`src/rtl/sync_fifo_param.sv`:
```
`default_nettype none
// ============================================================================
//  Module      : sync_fifo_param
//  Description : Parametrised single-clock FIFO. It has a generic width and
//                depth, normal or show-ahead read, almost-full/almost-empty
//                thresholds, a full-range fill count, and sticky
//                overflow/underflow flags.
//  Revision    : 1.0  initial release
// ============================================================================
module sync_fifo_param #(
   parameter int DATA_W    = 16,
   parameter int ADDR_W    = 3,
   parameter int SHOWAHEAD = 0,
   parameter int AF_LEVEL  = 6,
   parameter int AE_LEVEL  = 2
) (
   input  logic              clk_50,
   input  logic              aclr,
   input  logic [DATA_W-1:0] data,
   input  logic              wrreq,
   input  logic              rdreq,
   input  logic              err_clr,
   output logic [DATA_W-1:0] q,
   output logic              empty,
   output logic              full,
   output logic [ADDR_W:0]   usedw,
   output logic              almost_empty,
   output logic              almost_full,
   output logic              overflow,
   output logic              underflow
);

   localparam int              DEPTH    = 1 << ADDR_W;
   localparam logic [ADDR_W:0] USED_MAX = (ADDR_W+1)'(DEPTH);
   localparam logic [ADDR_W:0] AF_THR   = (ADDR_W+1)'(AF_LEVEL);
   localparam logic [ADDR_W:0] AE_THR   = (ADDR_W+1)'(AE_LEVEL);

   logic [DATA_W-1:0] mem_q [DEPTH];

   logic [ADDR_W-1:0] wr_ptr_q, wr_ptr_d;
   logic [ADDR_W-1:0] rd_ptr_q, rd_ptr_d;
   logic [ADDR_W:0]   usedw_q,  usedw_d;
   logic              empty_q,  empty_d;
   logic              full_q,   full_d;
   logic              ae_q,     ae_d;
   logic              af_q,     af_d;
   logic              ovf_q,    ovf_d;
   logic              udf_q,    udf_d;
   logic [DATA_W-1:0] q_q,      q_d;
   logic              wr_ok;
   logic              rd_ok;

   // Accept/reject requests against the registered flags and compute next pointer, count and status
   always_comb begin
      wr_ok    = wrreq & ~full_q;
      rd_ok    = rdreq & ~empty_q;
      wr_ptr_d = wr_ok ? wr_ptr_q + 1'b1 : wr_ptr_q;
      rd_ptr_d = rd_ok ? rd_ptr_q + 1'b1 : rd_ptr_q;
      usedw_d  = usedw_q;
      case ({wr_ok, rd_ok})
         2'b10:   usedw_d = usedw_q + 1'b1;
         2'b01:   usedw_d = usedw_q - 1'b1;
         default: usedw_d = usedw_q;
      endcase
      empty_d = (usedw_d == '0);
      full_d  = (usedw_d == USED_MAX);
      ae_d    = (usedw_d <= AE_THR);
      af_d    = (usedw_d >= AF_THR);
      // A new error event wins over a same-cycle clear
      ovf_d   = (wrreq & full_q)  ? 1'b1 : (err_clr ? 1'b0 : ovf_q);
      udf_d   = (rdreq & empty_q) ? 1'b1 : (err_clr ? 1'b0 : udf_q);
   end

   generate
      if (SHOWAHEAD != 0) begin : g_showahead
         // Register the word that will sit at the head after this edge; a word landing
         // in the head slot this edge is taken from data so it shows as empty drops
         always_comb begin
            q_d = q_q;
            if (usedw_d != '0) begin
               if (wr_ok && (wr_ptr_q == rd_ptr_d)) begin
                  q_d = data;
               end else begin
                  q_d = mem_q[rd_ptr_d];
               end
            end
         end
      end else begin : g_normal
         // Normal read: the popped word appears one cycle after the accepted rdreq
         always_comb begin
            q_d = rd_ok ? mem_q[rd_ptr_q] : q_q;
         end
      end
   endgenerate

   // Storage array; contents are not reset
   always_ff @(posedge clk_50) begin
      if (wr_ok) begin
         mem_q[wr_ptr_q] <= data;
      end
   end

   // Control and status registers with asynchronous clear
   always_ff @(posedge clk_50 or posedge aclr) begin
      if (aclr) begin
         wr_ptr_q <= '0;
         rd_ptr_q <= '0;
         usedw_q  <= '0;
         empty_q  <= 1'b1;
         full_q   <= 1'b0;
         ae_q     <= 1'b1;
         af_q     <= 1'b0;
         ovf_q    <= 1'b0;
         udf_q    <= 1'b0;
         q_q      <= '0;
      end else begin
         wr_ptr_q <= wr_ptr_d;
         rd_ptr_q <= rd_ptr_d;
         usedw_q  <= usedw_d;
         empty_q  <= empty_d;
         full_q   <= full_d;
         ae_q     <= ae_d;
         af_q     <= af_d;
         ovf_q    <= ovf_d;
         udf_q    <= udf_d;
         q_q      <= q_d;
      end
   end

   assign q            = q_q;
   assign empty        = empty_q;
   assign full         = full_q;
   assign usedw        = usedw_q;
   assign almost_empty = ae_q;
   assign almost_full  = af_q;
   assign overflow     = ovf_q;
   assign underflow    = udf_q;

endmodule
`default_nettype wire
```
`config.mk`:
```
export PLATFORM = sky130hd
export DESIGN_NAME = sync_fifo_param
export DESIGN_NICKNAME = d
export VERILOG_FILES = /design/src/rtl/sync_fifo_param.sv
export SDC_FILE = /design/constraint.sdc
export NUM_CORES = 1
export LEC_CHECK = 0
export BUFFER_PORTS_ARGS = -buffer_cell sky130_fd_sc_hd__buf_4
export CAP_MARGIN = 20
export CORE_MARGIN = 2
export CORE_UTILIZATION = 45
export CTS_BUF_LIST = sky130_fd_sc_hd__clkbuf_8
export CTS_CLUSTER_DIAMETER = 30
export CTS_CLUSTER_SIZE = 14
export DETAILED_ROUTE_END_ITERATION = 8
export REMOVE_ABC_BUFFERS = 1
export SLEW_MARGIN = 20
export SYNTH_ARGS = -nofsm -noshare
export SYNTH_HDL_FRONTEND = slang
export SYNTH_SLANG_ARGS = --single-unit
```
`constraint.sdc`:
```
create_clock -name clk_50 -period 2.3 [get_ports clk_50]
set_input_delay 0.115 -clock clk_50 [delete_from_list [all_inputs] [get_ports clk_50]]
set_output_delay 0.115 -clock clk_50 [all_outputs]
set_load 0.02 [all_outputs]
```
## After elaboration in Yosys (flattened, before gate mapping)

Memories as Yosys holds them, arrays and structs flattened. A register that Yosys moved wholly into a read port is not among the register bits.
Cells that the tools add are included.

| cells by class | value |
|---|---|
| add/sub/neg operators | 4 |
| order comparisons | 2 |
| eq/ne operators | 3 |
| multiplexer cells | 6 |
| bitwise gates (word level) | 6 |
| reductions and logical operators | 3 |

Operators with widths:

| kind | number |
|---|---|
| one-hot mux 4 bit (2 select lines) | 1 |
| adder 3 x 1 -> 3 bit (second input constant) | 2 |
| 2-to-1 mux 1 bit | 5 |
| adder 4 x 1 -> 4 bit (second input constant) | 1 |
| bitwise AND 1 bit | 4 |
| equality test 4 bit (second input constant) | 1 |
| >= comparator 4 x 3 -> 1 bit (second input constant) | 1 |
| <= comparator 4 x 2 -> 1 bit (second input constant) | 1 |
| zero test 4 bit | 1 |
| nonzero test 2 bit | 2 |
| subtractor 4 x 1 -> 4 bit (second input constant) | 1 |
| equality test 2 x 1 -> 1 bit (second input constant) | 1 |
| equality test 2 bit (second input constant) | 1 |
| NOT 1 bit | 2 |

| word-level totals | value |
|---|---|
| bits in registers | 16 |
| bits in writable memories | 128 |
| input port bits | 21 |
| output and inout port bits | 26 |
| word-level logic and storage cells | 34 |
| memories kept | 1 |

Memory list:

| name | words | width | read ports | clocked after memory_dff | write ports | line | RTL |
|---|---|---|---|---|---|---|---|
| mem_q | 8 | 16 | 1 | 1 | 1 | 38 | `logic [DATA_W-1:0] mem_q [DEPTH];` |

## Logic depth before layout (Yosys ltp)

| logic depth | value |
|---|---|
| depth in word-level cells | 5 |
| gate-level depth with buffers | 11 |

## Worst setup path before layout

OpenSTA, ideal clock, no wires.

| timing | value |
|---|---|
| path kind | reg-to-reg |
| from | reg full_q, in the netlist full |
| to | mem mem_q[0][0], enable pin |
| library setup time | 409 ps |
| arrival | 1977 ps |
| data required time | 1891 ps |
| setup slack | -86 ps |
| cell stages (with the launch flop) | 5 |
| path buffers | 1 |
| clock period less this slack | 2386 ps |
| cells stage by stage | dfrtp_1 > nor2b_4 > buf_6 > nand2b_1 > nor3_1 |

| between the ends | value |
|---|---|
| cells in the longest elaborated chain, start to end | 4 |

RTL lines:

| what | line | RTL |
|---|---|---|
| start: declaration | 44 | `logic full_q, full_d;` |
| start signal: assignment | 121 | `full_q <= full_d;` |
| NOT 1 bit | 55 | `wr_ok = wrreq & ~full_q;` |
| bitwise AND 1 bit | 55 |  |
| 2-to-1 mux 1 bit | 98 | `if (wr_ok) begin` |
| 2-to-1 mux 1 bit (not written as such) | 99 | `mem_q[wr_ptr_q] <= data;` |
| end: declaration | 38 |  |

No other way between the ends.

## Final worst setup path

| timing | value |
|---|---|
| from | reg empty_q, in the netlist empty |
| to | reg ae_q, in the netlist almost_empty |

| between the ends | value |
|---|---|
| cells in the longest elaborated chain, start to end | 5 |

RTL lines:

| what | line | RTL |
|---|---|---|
| start: declaration | 43 | `logic empty_q, empty_d;` |
| start signal: assignment | 120 | `empty_q <= empty_d;` |
| NOT 1 bit * | 56 | `rd_ok = rdreq & ~empty_q;` |
| bitwise AND 1 bit * | 56 |  |
| equality test 2 x 1 -> 1 bit / equality test 2 bit (equally long branches) | 60 | `case ({wr_ok, rd_ok})` |
| one-hot mux 4 bit (2 select lines) * | 60 |  |
| <= comparator 4 x 2 -> 1 bit * | 67 | `ae_d = (usedw_d <= AE_THR);` |
| named net ae_d | 45 | `logic ae_q, ae_d;` |
| end signal: assignment | 111 | `ae_q <= 1'b1;` |
| end signal: assignment | 122 | `ae_q <= ae_d;` |
| end: declaration | 45 |  |

The timed path passes the listed nets; every way through them passes the cells marked *.
A chain may end at the register's enable or synchronous reset.

==> key figures <==
Placement
  • IO Port Bufs: 46
  • Gpl congestion: 0.7289
  • Detailed Place HPWL: 7.224 mm
  • Placed Cells: 560

Synthesis
  • Synth area leader: edfxtp_1
  • Commonest cells post-synth: edfxtp_1, mux4_2, nand2_1, dfrtp_1, o21ai_0
  • Synth Area per Inst: 18.93 um2
  • Synth cell types: 33
  • Cell Area, Synth: 6208 um2
  • Synth area leaders: edfxtp_1, dfrtp_1, mux4_2, mux2i_1, nand2_1
  • Most numerous cell in the Yosys netlist: edfxtp_1
  • Ys async rst share: 20.00%
  • Post-synth EDFFs: 128
  • Top-area cell type share of the netlist area: 61.91%
  • Main synth FF type: edfxtp_1
  • Seq/Total Area, Yosys: 74.85%
  • Post-Syn Instances: 328
  • Ys Warns: 0
  • Synthesis-stage register bit count: 160

CTS
  • CTS Sinks: 160
  • Reg clk slew, reported paths: 0.09 ns
  • Root buf cell: clkbuf_8
  • Post-CTS setup buffer count: 0
  • Worst-skew pair later-pin latency: ~0.44 ns
  • CTS tree: built
  • CTS Buf Count: 17
  • H-tree Lvls: 4
  • Buffer depth of the longest clock path: 2

STA
  • Post-route clock period utilization: 95.48%
  • Minimum clock period: 2.196 ns
  • Max-slew headroom: 66.03%
  • Final hold violations: 0
  • Measured slew at the worst slew-check pin: just over 0.5 ns
  • F_max: 455.4 MHz
  • Setup-failing EPs final: 0
  • Worst Clk Skew: 0.01477 ns
  • Final Max Slew Viols: 0

Setup path
  • Crit path capture: almost_empty$_DFF_PP1_
  • CP endpoint kind: flip-flop
  • R2R setup slack: around 0.10 ns
  • FF-to-FF Start: empty$_DFF_PP1_
  • Req. time, crit path: roughly 2.7 ns
  • Setup crit start kind: flip-flop
  • R2r endpoint: almost_empty$_DFF_PP1_
  • Arr. time, crit path: 2.57 ns
  • Worst Setup SP: empty$_DFF_PP1_
  • Reg2reg path depth: 8
  • Setup CP Type: flip-flop to flip-flop
  • Crit-path max FO: 6

Drt
  • DRT iter0 DRCs: 169
  • DR WL/cell: 18.76 um
  • Vias per Instance: 5.113
  • Vias: 3129
  • Post-Route WL: 11.48 mm
  • # DRC: 0
  • First-pass DRT Iterations: 4
  • Post-route ant nets: 0

Floorplanning
  • Die H: 121.5 um
  • Initial Util: 46.51%
  • Rows: 42
  • Die area: 14750 um2
  • IO Count: 47
  • Die W: 121.5 um
  • Core region area: ~13000 um2

Layout
  • Ant diodes: 0
  • Final core utilization: 56.47%
  • Layout Cells excl Fill: 612
  • Layout area overhead: 21.40%
  • Share of cells above drive strength 1: 33.49%
  • Nets: 448

Global route
  • GRT Residual Overflow: 0
  • Tot GR Track Use: 17.66%
  • Largest net degree at the start of global routing: 38
  • First-pass GRT wire length: roughly 19 mm
  • Vias in the first global route: 3335
  • Initial antenna violation count: 0

Power
  • Worst VDD drop: 0.5748 mV
  • Net Sw Frac: about 31%
  • P_int: 0.006535 W
  • Pleak: 2.780 nW
  • Pwr Density: 1260 nW/um2
  • Comb pwr share: between 30% and 40%
  • Seq pwr share: 43.8%
  • Clock network fraction of design power: 23.1%
  • Net Sw Power: 0.002965 W

Job
  • Max-cap viol count: 0

Run status
  • Outcome: completed

Worst hold path
  • Worst Hold Class: primary input to flip-flop
[flip-flops by register name (all words and copies together) (netlist names)]
signal / count
almost_empty: 1
almost_full: 1
empty: 1
full: 1
mem_q: 128
overflow: 1
q: 16
rd_ptr_q: 3
underflow: 1
usedw: 4
wr_ptr_q: 3
[repair_timing]
action / CTS / global route
gates resized for setup: 0 / 2
hold endpoints to repair: 160 / 0
setup endpoints to repair: 0 / 4
hold buffers: 20 / 0
[kinds of logic after synthesis]
group / Yosys count / share of synthesized area (%)
compound gates: 28 / 2.882
xor+xnor: 6 / 0.8464
fa+ha+maj: 4 / 0.8062
buf+inv: 24 / 1.995
flops: 160 / 74.85
mux: 49 / 14.35
simple gates: 57 / 4.273
[worst min-delay path by stage]
stage / startpoint / endpoint / slack [ns] / cells after the start
after floorplan: data[0] / mem_q[0][0]$_DFFE_PP_ / 0.21 / 0
after global placement: aclr / q[0]$_DFFE_PP0P_ / 0.27 / 3
after detailed placement: aclr / q[0]$_DFFE_PP0P_ / 0.28 / 3
after CTS: rdreq / rd_ptr_q[1]$_DFFE_PP0P_ / 0.08 / 5
after global routing: rdreq / rd_ptr_q[1]$_DFFE_PP0P_ / 0.13 / 5
final: rdreq / rd_ptr_q[1]$_DFFE_PP0P_ / 0.12 / 5
[critical path: stages (launching register included)]
cell and delay (ns):
dfstp_2 0.55, nand2b_4 0.12, inv_1 0.10, ha_1 0.25, and4b_1 0.28, o21ai_1 0.08, a221oi_2 0.37, xnor2_2 0.18
o311a_2 0.21
[cell type report]
class                      instances  area, um2
timing repair buffer              91      745.7
clock inverter                    13      168.9
clock buffer                      19      261.5
fill                            1049       5811
inverter                           9      33.78
multi-input combinational        144       1459
tap                              176      220.2
sequential                       160       4648
[per-stage QoR]
| stage | worst slack (ns) | TNS, ns | total power [W] | hold slack, ns | area, um2 |
|---|---|---|---|---|---|
| 3_3_place_gp | 0.1835 | 0 | 0.007316 | 0.2666 | 6895 |
| 5_1_grt | -0.004964 | -0.006261 | 0.01007 | 0.1330 | 7537 |
| 3_5_place_dp | 0.1021 | 0 | 0.007374 | 0.2764 | 6895 |
| 6_report | 0.1040 | 0 | 0.009500 | 0.1248 | 7537 |
| 4_1_cts | 0.09078 | 0 | 0.009611 | 0.07690 | 7526 |
| 2_1_floorplan | -0.09479 | -3.672 | 0.006166 | 0.2139 | 6118 |
[power by group through the flow]
| stage | Sequential, W | Clock, W | Combinational [W] |
|---|---|---|---|
| 6_report | 0.00416 | 0.00219 | 0.00314 |
| 5_1_grt | 0.00424 | 0.00237 | 0.00346 |
| 4_1_cts | 0.00417 | 0.00225 | 0.00319 |
| 3_5_place_dp | 0.00423 | 0 | 0.00315 |
| 3_3_place_gp | 0.00420 | 0 | 0.00312 |
| 2_1_floorplan | 0.00461 | 0 | 0.00156 |
[metal layers]
layer / GRT usage (%) / part of all wire [%] / up-vias
li1: - / - / 1466
met1: 23.93 / 46 / 1590
met2: 28.09 / 49 / 63
met3: 4.323 / 3.9 / 10
met4: 6.250 / 1.1 / 0
met5: 0 / 0 / -
[layout by cell type (no fill, tap or decap), drive strengths merged]
cell and instances:
o311a 1, a21boi 1, a21oi 1, dfrtp 30, o21ai 20, a221oi 1
dlygate4sd3 20, nor3 5, clkinv 7, and4b 1, mux4 32, o211a 1
nor3b 1, ha 4, mux2i 17, o22ai 1, nand2 32, bufinv 4
nor2 10, buf 71, a41oi 1, clkinvlp 1, and2 1, dfstp 2
inv 10, clkbuf 19, nor2b 3, nand2b 4, edfxtp 128, o31ai 1
xnor2 6
No activity file was read; power rests on OpenSTA's default activity.
